## src/rtl/rgb_fade_sequencer.sv

```systemverilog
// Multi-channel light-mode sequencer: step, preset load, tick-paced fade ramps and blink.
// Channel levels are registered; outputs are registered from next-state values.
module rgb_fade_sequencer #(
    parameter int unsigned CH        = 3,
    parameter int unsigned W         = 8,
    parameter int unsigned STEP      = 1,
    parameter int unsigned BLINK_DIV = 4
) (
    input  logic            clk,
    input  logic            reset,
    input  logic            on,
    input  logic [3:0]      cmd,
    input  logic            cmd_valid,
    input  logic            tick,
    input  logic [CH*W-1:0] preset,
    output logic [CH*W-1:0] level_out,
    output logic [2:0]      state_out,
    output logic            busy
);

    localparam int unsigned CntW    = (BLINK_DIV > 1) ? $clog2(BLINK_DIV) : 1;
    localparam logic [CntW-1:0] CntLast = CntW'(BLINK_DIV - 1);
    localparam logic [W-1:0] MaxLvl = {W{1'b1}};
    localparam logic [W:0]   MaxW   = {1'b0, {W{1'b1}}};
    localparam logic [W:0]   StepW  = (W+1)'(STEP);

    localparam logic [3:0] CmdStepUp   = 4'h1;
    localparam logic [3:0] CmdStepDown = 4'h2;
    localparam logic [3:0] CmdLoad     = 4'h3;
    localparam logic [3:0] CmdFadeIn   = 4'h4;
    localparam logic [3:0] CmdFadeOut  = 4'h5;
    localparam logic [3:0] CmdBlink    = 4'h6;
    localparam logic [3:0] CmdAbort    = 4'h7;

    typedef enum logic [2:0] {
        StOff     = 3'd0,
        StOn      = 3'd1,
        StFadeIn  = 3'd2,
        StFadeOut = 3'd3,
        StBlink   = 3'd4
    } state_e;

    state_e                 state_q, state_d;
    logic [CH-1:0][W-1:0]   level_q, level_d;
    logic [CntW-1:0]        cnt_q, cnt_d;
    logic                   phase_q, phase_d;
    logic [CH*W-1:0]        out_q, out_d;
    logic                   busy_q, busy_d;

    logic                   abort;
    logic                   all_max;
    logic                   all_zero;
    logic [CH-1:0][W-1:0]   level_up;
    logic [CH-1:0][W-1:0]   level_dn;

    // Saturation is evaluated in W+1 bits so the carry/borrow is visible.
    function automatic logic [W-1:0] sat_up(input logic [W-1:0] l);
        logic [W:0] sum;
        sum = {1'b0, l} + StepW;
        return (sum > MaxW) ? MaxLvl : sum[W-1:0];
    endfunction

    function automatic logic [W-1:0] sat_dn(input logic [W-1:0] l);
        logic [W:0] diff;
        diff = {1'b0, l} - StepW;
        return diff[W] ? '0 : diff[W-1:0];
    endfunction

    always_comb begin
        abort    = cmd_valid && (cmd == CmdAbort);
        all_max  = 1'b1;
        all_zero = 1'b1;
        level_up = '0;
        level_dn = '0;
        for (int c = 0; c < CH; c++) begin
            level_up[c] = sat_up(level_q[c]);
            level_dn[c] = sat_dn(level_q[c]);
            if (level_q[c] != MaxLvl) all_max = 1'b0;
            if (level_q[c] != '0)     all_zero = 1'b0;
        end
    end

    always_comb begin
        state_d = state_q;
        level_d = level_q;
        cnt_d   = cnt_q;
        phase_d = phase_q;
        if (!on) begin
            state_d = StOff;
            level_d = '0;
            cnt_d   = '0;
            phase_d = 1'b1;
        end else begin
            unique case (state_q)
                StOff: state_d = StOn;
                StOn: begin
                    if (cmd_valid) begin
                        case (cmd)
                            CmdStepUp:   level_d = level_up;
                            CmdStepDown: level_d = level_dn;
                            CmdLoad:     level_d = preset;
                            CmdFadeIn:   state_d = StFadeIn;
                            CmdFadeOut:  state_d = StFadeOut;
                            CmdBlink: begin
                                state_d = StBlink;
                                cnt_d   = '0;
                                phase_d = 1'b1;
                            end
                            default: ;
                        endcase
                    end
                end
                StFadeIn: begin
                    if (abort || all_max) state_d = StOn;
                    else if (tick)        level_d = level_up;
                end
                StFadeOut: begin
                    if (abort || all_zero) state_d = StOn;
                    else if (tick)         level_d = level_dn;
                end
                StBlink: begin
                    if (abort) begin
                        state_d = StOn;
                    end else if (tick) begin
                        if (cnt_q == CntLast) begin
                            cnt_d   = '0;
                            phase_d = ~phase_q;
                        end else begin
                            cnt_d = cnt_q + CntW'(1);
                        end
                    end
                end
                default: state_d = StOff;
            endcase
        end
        // Outputs are registered from next-state so a command is visible right after its edge.
        out_d  = (state_d == StBlink && !phase_d) ? '0 : level_d;
        busy_d = (state_d == StFadeIn) || (state_d == StFadeOut) || (state_d == StBlink);
    end

    always_ff @(posedge clk or posedge reset) begin
        if (reset) begin
            state_q <= StOff;
            level_q <= '0;
            cnt_q   <= '0;
            phase_q <= 1'b1;
            out_q   <= '0;
            busy_q  <= 1'b0;
        end else begin
            state_q <= state_d;
            level_q <= level_d;
            cnt_q   <= cnt_d;
            phase_q <= phase_d;
            out_q   <= out_d;
            busy_q  <= busy_d;
        end
    end

    assign level_out = out_q;
    assign state_out = state_q;
    assign busy      = busy_q;

endmodule

```

## config.mk

```make
export PLATFORM = sky130hd
export DESIGN_NAME = rgb_fade_sequencer
export DESIGN_NICKNAME = d
export VERILOG_FILES = /design/src/rtl/rgb_fade_sequencer.sv
export SDC_FILE = /design/constraint.sdc
export NUM_CORES = 1
export LEC_CHECK = 0
export CORE_ASPECT_RATIO = 0.6
export CORE_UTILIZATION = 40
export DETAILED_ROUTE_END_ITERATION = 6
export SYNTH_ARGS = -nofsm -noshare
export SYNTH_HDL_FRONTEND = slang
export SYNTH_SLANG_ARGS = --single-unit
```

## constraint.sdc

```tcl
create_clock -name clk -period 5.1 [get_ports clk]
set_input_delay 1.02 -clock clk [delete_from_list [all_inputs] [get_ports clk]]
set_output_delay 1.02 -clock clk [all_outputs]
set_load 0.03 [all_outputs]
```

# After elaboration in Yosys (flattened, before gate mapping)
# Index checks and enable logic that the tools add are counted.
[op_classes]
addsub = 7
n_lt_le_gt_ge = 3
n_eq_ne = 23
n_mux = 42
n_bitwise = 1
n_reduce_logical = 12
[op_table]
columns = ["operator", "count"]
rows = [
  ["2-to-1 mux 24 bit", 7],
  ["case mux 24 bit (3 select lines)", 2],
  ["2-to-1 mux 8 bit", 6],
  ["adder 8 x 1 -> 9 bit (second input constant)", 3],
  ["greater-than comparator 9 x 8 -> 1 bit (second input constant)", 3],
  ["subtractor 8 x 1 -> 9 bit (second input constant)", 3],
  ["!= test 8 bit (second input constant)", 3],
  ["nonzero test 8 bit", 3],
  ["== test 4 x 3 -> 1 bit (second input constant)", 4],
  ["2-to-1 mux 3 bit", 5],
  ["case mux 3 bit (5 select lines)", 1],
  ["== test 3 x 2 -> 1 bit (second input constant)", 4],
  ["2-to-1 mux 1 bit", 12],
  ["2-to-1 mux 2 bit", 6],
  ["!= test 3 bit (second input constant)", 4],
  ["case mux 3 bit (3 select lines)", 1],
  ["== test 4 x 2 -> 1 bit (second input constant)", 2],
  ["== test 3 bit (second input constant)", 2],
  ["AND reduction 5 bit", 1],
  ["== test 4 x 1 -> 1 bit (second input constant)", 1],
  ["logical OR 1 bit", 4],
  ["case mux 2 bit (2 select lines)", 1],
  ["== test 3 x 1 -> 1 bit (second input constant)", 1],
  ["logical NOT 3 bit", 1],
  ["7 further kinds", 8],
]
[totals]
regBits = 55
in_bits = 33
out_inout_bits = 28
word_cells = 96

# Longest topological paths before layout
# Gate-level depths: netlist of the first run.
[logic_depth]
word_depth = 11
mapped_depth = 13
depth_no_buf = 10

# Worst setup path before layout of the first run
# Ideal clock, no wire load.
[synth_path]
kind = "input to register"
start = "input cmd[1]"
end = "register out_q[23] (netlist: level_out[23])"
setup_ns = 0.073
arrival_ns = 2.645
t_required_ns = 5.027
slack_ns = 2.382
stages = 9
n_path_buf = 3
path_cell_list = "buf_6 or4b_1 buf_2 buf_6 o221a_2 nor2_2 a21oi_1 o221ai_1 nor2b_1"
[synth_between]
elab_chain_cells = 9
word_cells_on_any_way = 32
cone_classes = "eq/ne (8); mux (19); reduce/logical (5)"
[synth_rtl]
columns = ["item", "line_no", "text"]
rows = [
  ["from (decl)", "12", "input logic [3:0] cmd,"],
  ["branches (longest 8 deep; another with case mux 3 bit (5 select lines))", "-", ""],
  ["2-to-1 mux 24 bit *", "137", "out_d = (state_d == StBlink && !phase_d) ? '0 : level_d;"],
  ["via out_d[23]", "47", "logic [CH*W-1:0] out_q, out_d;"],
  ["to (signal assigned)", "154", "out_q <= out_d;"],
  ["to (decl)", "47", ""],
]
# Mark *: on every way through the listed nets, which the timed path passes.
# A chain may end at the register's enable or synchronous reset.

# Final worst setup path of the first run
[layout_path]
start = "input cmd[0]"
end = "register out_q[1] (netlist: level_out[1])"
# Same word-level chain as after synthesis.

==> out/results.md, run 1 <==
* finished clean — status
* 5.30 ns — Crit path required time
* 0 — post-CTS repair timing setup buffer count
* 5730 sq um — Post-Place Cell Area
* 6.59 — average via count per standard cell
* 7.59 sq um — mean area per synthesized cell
* 723 uW — net switching power
* 0 — final hold violations
* 89.8 um — die height
* 2.22 nW — Leak Pwr
* 698 — DRT iter0 DRCs
* 676 — post-synthesis instance total
* 26.3% — post-synth top area share
* 60 — IO buf count
* cnt_q[1] — Min-Delay Endpoint
* 0 — number of pins with negative max-slew slack in the final report
* 13300 sq um — floorplan die area
* 31 — row cnt
* 30.2% — Synth Area in Compound Gates
* 0.30 ns — source-to-sink clock delay at the later pin of the worst-skew pair
* 287 nW/um^2 — areal power density over the cells
* reg2reg — kind of path behind the tightest hold check
* 0.860 ns — Place WS
* 9 — FF-to-FF path depth
* register — Worst setup EP type
* 26.8% — share of the yosys chip area belonging to registers
* 5130 sq um — Mapped Area
* 0 — Antenna Violating Nets Remaining
* 12300 sq um — Core Footprint
* 29500 um — first-pass GRT wire length
* 1.25 ns — final worst setup slack
* 42.8% — fraction of power spent switching nets
* 3.85 ns — min cycle time layout
* 37 — largest net degree at the start of global routing
* 27.6% — remaining max-slew budget at the tightest pin
* 0 — number of violations of the max-capacitance limit
* 28.0% — post-synthesis simple-gate area fraction
* 85 — post-synth cell types
* 1.09 ns — Worst Tran Pin Value
* cnt_q[1] — source of the worst hold timing path
* dfrtp_1, a21oi_1, o21ai_0 — main area contributors after synthesis
* 6.97% — share of final-layout standard cells stronger than drive strength 1
* 732 — final-stage net count
* 2 — number of H-tree levels
* 0 — CTS resizes
* 15 — critical-path maximum fanout
* cmd[0] — startpoint of the most critical setup path
* 0.08 ns — Clock Pin Slew Worst Setup and Hold Paths
* level_out[4] — endpoint of the lowest-slack register-to-register path
* in2reg — classification of the worst setup path
* level_q[0] — reg-to-reg startpoint
* 1182 — filler cell count in the final layout
* no — unrepaired setup endpoints after global routing
* 0 — aggregate global routing overflow
* 5625 — overall via count from detail_route
* compound AO/OA/AOI/OAI gates — dominant combinational cell family by area after synthesis
* 28.7% — Total Routing Usage GR
* 0 — number of synthesis warnings
* 55 — flip-flop and latch count after synthesis
* 0 — hold buffer count at CTS
* 61 — Top Ports
* 22.8% — share of power burned in the clock network
* 1.71 ns — slack of the worst reg-to-reg path
* 55 — number of clock sinks seen by CTS
* 12900 um — placed wire-length estimate after detailed placement
* input port — critical path startpoint category
* 0 — Inserted Diodes
* 2.14% — mux share of post-synthesis cell area
* 0.0110 ns — clock tree skew after final layout
* 75.5% — period utilisation layout
* clkbuf_16 — CTS root buffer
* nor2_1, a21oi_1, dfrtp_1, o21ai_0, nand2_1 — most used standard cells in the synthesized netlist
* 148 um — width of the chip
* 0.260 GHz — upper clock frequency limit
* 0 — setup violation total in the final timing report
* 0 — number of flops mapped to enable cells by yosys
* 42.6% — combinational share of power
* 0.000214 V — Max rail drop VDD
* 720 — post-synth net total
* 21.9 um — detail-routed net length per standard cell
* 968 uW — cell internal pwr
* 0 — count of unresolved DRC violations after routing
* 34.6% — Seq pwr share
* 5 — detailed-router iteration count before antenna repair
* 1 — instance count along the most critical hold path
* 4.05 ns — CP arrival
* 0.953 — weighted congestion reported at the end of routability-driven placement
* 2.73% — post-synthesis xor/xnor area fraction
* 0 ns — final sum of negative setup slack
* 100% — async set or reset register ratio after synthesis
* 5890 sq um — cell area after layout
* 0 — initial antenna violation count
* 5103 — vias in the first global route
* 41.8% — Initial Util
* dfrtp_1 — library cell occupying the most area in the post-synthesis netlist
* nor2_1 — leading cell type by number of instances after synthesis
* 18700 um — wire length reported by the detailed router
* 2 — clock tree buffer depth
* 14.7% — Synth-to-Final Area Change
* 5 — Inserted Clock Buffers
* 2.68% — post-synthesis adder-cell area fraction
* yes — clock tree from TritonCTS
* dfrtp_1 — top flip-flop cell by instance count after synthesis
## how the worst max path moves through the flow
stage                          to  slack (ns)  depth (start not counted)
finish               level_out[1]        1.25                          7
global route         level_out[1]        1.01                          7
CTS                  level_out[1]        1.18                          7
detailed placement   level_out[1]        0.86                          7
global placement     level_out[1]        1.03                          7
floorplan           level_out[23]        2.38                          9
## cells in the final DEF (no fill, tap or decap), drive strengths merged, types with 8 or more instances in the layout
master / n
and2: 13
o211ai: 17
dfrtp: 54
buf: 15
o31ai: 8
nand2: 45
nand3: 26
inv: 11
and3: 9
a221oi: 8
ha: 11
a211oi: 11
o21ai: 61
clkdlybuf4s50: 60
a21oi: 58
a31oi: 11
nand2b: 9
xor2: 10
mux2i: 11
nor3: 41
nor2b: 20
nor2: 61
## metal layers
layer,track usage [%],part of all wire (%)
met1,44.4,48
met4,6.62,1.9
met2,38.6,39
met5,0,0
met3,7.51,11
## registers in the layout, indices dropped and copies added (netlist names)
name	flops
phase_q	1
state_out	3
level_out	24
busy	1
level_q	24
cnt_q	2
## metrics by stage
stage                     instances  power (mW)  hold WS [ns]  utilization (%)
after floorplan                 676        1.07         0.470                -
after global placement          846        1.29         0.480             46.6
after detailed placement        846        1.29         0.501             46.6
after CTS                       854        1.68         0.519             47.9
after global routing            854        1.79         0.535             47.9
final                           854        1.69         0.516             47.9
## worst max-delay path, stage by stage
cell	delay, ns
clkdlybuf4s50_1	0.62
or4b_1	0.95
nor2_1	0.55
a221oi_1	0.17
a221oi_1	0.35
a211oi_1	0.11
o31ai_1	0.28
## power groups by stage
| stage | clock network (mW) | logic [mW] | registers, mW |
|---|---|---|---|
| after global placement | 0 | 0.695 | 0.591 |
| after global routing | 0.414 | 0.781 | 0.597 |
| after floorplan | 0 | 0.502 | 0.565 |
| after CTS | 0.398 | 0.705 | 0.581 |
| after detailed placement | 0 | 0.701 | 0.589 |
| final | 0.386 | 0.720 | 0.585 |
## cell type report
type | instances | area [sq um] | share of cell area (%)
Multi-Input combinational cell | 540 | 3390 | 57.6
Clock inverter | 1 | 7.51 | 0.127
Sequential cell | 55 | 1380 | 23.4
Clock buffer | 7 | 153 | 2.59
Tap cell | 165 | 206 | 3.51
Inverter | 11 | 41.3 | 0.701
Timing Repair Buffer | 75 | 713 | 12.1
## cells by family after synthesis
logic type	after synthesis
multiplexers	11
XOR/XNOR	16
AO/OA/AOI/OAI	233
flip-flops	55
AND/OR/NAND/NOR	269
adder cells (fa/ha/maj)	11
buffers and inverters	81
Note: power is estimated with default switching activity, not from simulation.
==> inputs of run 2 (changes only) <==
==> constraint.sdc (replaced) <==
create_clock -name clk -period 3.47 [get_ports clk]
set_input_delay 0.694 -clock clk [delete_from_list [all_inputs] [get_ports clk]]
set_output_delay 0.694 -clock clk [all_outputs]
set_load 0.03 [all_outputs]
==> run 2 against run 1 <==
Setup slack got worse by 0.92 ns. Hold slack got worse by 0.0086 ns. Core utilization increased by 2.6 points. Sequential cell count unchanged. Clock-buffer cell count did not move. Total power increased by 52%. Critical endpoint is now level_out[12]. Via count up 1.3%. Register-to-register slack got worse by 1.4 ns. Critical path depth increased by 4. Critical path type is now reg2reg. Die area stayed put. Routed wire length grew 6.8%. Sequential share of layout area decreased by 1.2 points.
==> out/results.md, run 2 (same netlist as run 1, synthesis figures left out) <==
* finished clean — status
* 31.7% — Seq pwr share
* 148 um — width of the chip
* 50.5% — core utilization of the finished layout
* no — unrepaired setup endpoints after global routing
* nor2_1, clkdlybuf4s50_1, a21oi_1 — top library cells by usage in the layout, fill and taps aside
* 0 — Inserted Diodes
* 1.48 mW — cell internal pwr
* 0.00798 ns — clock tree skew after final layout
* 60 — IO buf count
* 6 — detailed-router iteration count before antenna repair
* 22.4 um — detail-routed net length per standard cell
* 55 — number of clock sinks seen by CTS
* 31200 um — first-pass GRT wire length
* 11 — critical path depth in cells
* 3.69 ns — Crit path required time
* 1.00 — weighted congestion reported at the end of routability-driven placement
* 886 — Cell Count Post-Placement
* 0.31 ns — source-to-sink clock delay at the later pin of the worst-skew pair
* 12300 sq um — Core Footprint
* 14600 um — placed wire-length estimate after detailed placement
* 22.0% — share of power burned in the clock network
* 0 — aggregate global routing overflow
* 0.08 ns — Clock Pin Slew Worst Setup and Hold Paths
* 1225 — filler cell count in the final layout
* 0 — CTS resizes
* 750 — DRT iter0 DRCs
* 30.6% — Total Routing Usage GR
* 5366 — vias in the first global route
* 11 — FF-to-FF path depth
* 2 — clock tree buffer depth
* 0 — hold buffer count at CTS
* 0 — post-CTS repair timing setup buffer count
* 2.42 nW — Leak Pwr
* clkbuf_16 — CTS root buffer
* 0.000215 V — Max rail drop VDD
* dfrtp_1 — cell type of the slowest stage on the worst timing path
* 90.4% — period utilisation layout
* 9 — critical-path maximum fanout
* register — critical path startpoint category
* 0 — Antenna Violating Nets Remaining
* 894 — Layout Cells excl Fill
* inv_1 -> ha_1 -> nor4b_2 -> and2_1 -> nand4_1 -> nand2_1 -> buf_4 -> o21ai_0 -> a21oi_1 -> nor4_1 -> nor3_1 — list of cells traversed by the critical path
* yes — clock tree from TritonCTS
* 0.319 GHz — upper clock frequency limit
* 6.38 — average via count per standard cell
* 1380 sq um — Sequential Area
* 412 nW/um^2 — areal power density over the cells
* reg2reg — classification of the worst setup path
* level_q[16] — startpoint of the most critical setup path
* 89.8 um — die height
* 0 — initial antenna violation count
* 5700 — overall via count from detail_route
* 772 — final-stage net count
* 41.8% — Initial Util
* 0.49 ns — largest stage delay on the critical path
* 0 — number of violations of the max-capacitance limit
* 3390 sq um — multi-input logic area
* 0 — count of unresolved DRC violations after routing
* 0 — setup violation total in the final timing report
* 0 — final hold violations
* 61 — Top Ports
* 31 — row cnt
* simple AND/OR/NAND/NOR gates — family of cells with the greatest summed delay on the critical path
* 20000 um — wire length reported by the detailed router
* 5 — Inserted Clock Buffers
* 2 — Worst Path Buf+Inv
* 3.14 ns — min cycle time layout
* 3.35 ns — CP arrival
* cnt_q[1] — source of the worst hold timing path
* 42.4% — fraction of power spent switching nets
* 21.0% — Synth-to-Final Area Change
* level_q[16] — reg-to-reg startpoint
* 13300 sq um — floorplan die area
* 53.8% — remaining max-slew budget at the tightest pin
* 12.1% — share of final-layout standard cells stronger than drive strength 1
* 46.3% — combinational share of power
* 0.691 ns — Worst Tran Pin Value
* 0 — number of pins with negative max-slew slack in the final report
* register — Worst setup EP type
* 34 — largest net degree at the start of global routing
* 2 — number of H-tree levels
* 1 — instance count along the most critical hold path
* reg2reg — kind of path behind the tightest hold check
* 0 ns — final sum of negative setup slack
* 1.09 mW — net switching power
[run 2: cell count changes in the layout (fill, tap and decap cells not counted)]
cell    previous run  this run
buf_4             15        53
buf_12             0         2
[run 2: layout make-up]
cell class,instances,area share [%]
Timing Repair Buffer,115,16.7
Sequential cell,55,22.2
Tap cell,165,3.32
Clock buffer,7,2.46
Inverter,11,0.665
Multi-Input combinational cell,540,54.6
Clock inverter,1,0.121
[run 2: through the flow]
| step | total power [mW] | setup slack [ns] | hold slack, ns | area (sq um) |
|---|---|---|---|---|
| finish | 2.56 | 0.332 | 0.508 | 6210 |
| CTS | 2.54 | 0.398 | 0.512 | 6210 |
| floorplan | 1.57 | 0.869 | 0.470 | 5130 |
| detailed placement | 1.98 | 0.116 | 0.495 | 6050 |
| global route | 2.70 | 0.130 | 0.522 | 6210 |
| global placement | 1.98 | 0.131 | 0.489 | 6050 |
[run 2: worst reg2reg max path, cell delays in order (launching register included)]
cell	delay, ns
dfrtp_1	0.49
inv_1	0.17
ha_1	0.28
nor4b_2	0.34
and2_1	0.38
nand4_1	0.21
nand2_1	0.32
buf_4	0.22
o21ai_0	0.09
a21oi_1	0.24
nor4_1	0.09
nor3_1	0.22
[run 2: path summary, 6_finish.rpt]
kind	endpoint	slack, ns
max	level_out[12]	0.33
min	cnt_q[1]	0.51
max reg2reg	level_out[12]	0.33
min reg2reg	cnt_q[1]	0.51
max in group asynchronous	level_q[0]	1.95
min in group asynchronous	level_out[16]	0.81
[run 2: metal layers]
layer  global-route usage (%)  up-vias  part of all wire [%]
met5                        0        -                     0
met4                     7.65        0                   1.8
met3                     7.11       29                    11
met2                     42.1      329                    40
met1                     46.9     2732                    47
li1                         -     2610                     -
[run 2: power by group through the flow]
stage               Combinational, mW  Sequential (mW)  Clock [mW]
finish                           1.19            0.812       0.564
global route                     1.28            0.823       0.597
CTS                              1.16            0.808       0.569
detailed placement               1.16            0.820           0
global placement                 1.16            0.821           0
floorplan                       0.737            0.831           0
==> inputs of run 3 (changes only) <==
--- a/config.mk
+++ b/config.mk
@@ -8,6 +8,7 @@
 export CORE_ASPECT_RATIO = 0.6
 export CORE_UTILIZATION = 40
 export DETAILED_ROUTE_END_ITERATION = 6
+export SKIP_LAST_GASP = 1
 export SYNTH_ARGS = -nofsm -noshare
 export SYNTH_HDL_FRONTEND = slang
 export SYNTH_SLANG_ARGS = --single-unit
==> results of run 3 <==
No change in the layout: final DEF, timing and power equal those of run 2.
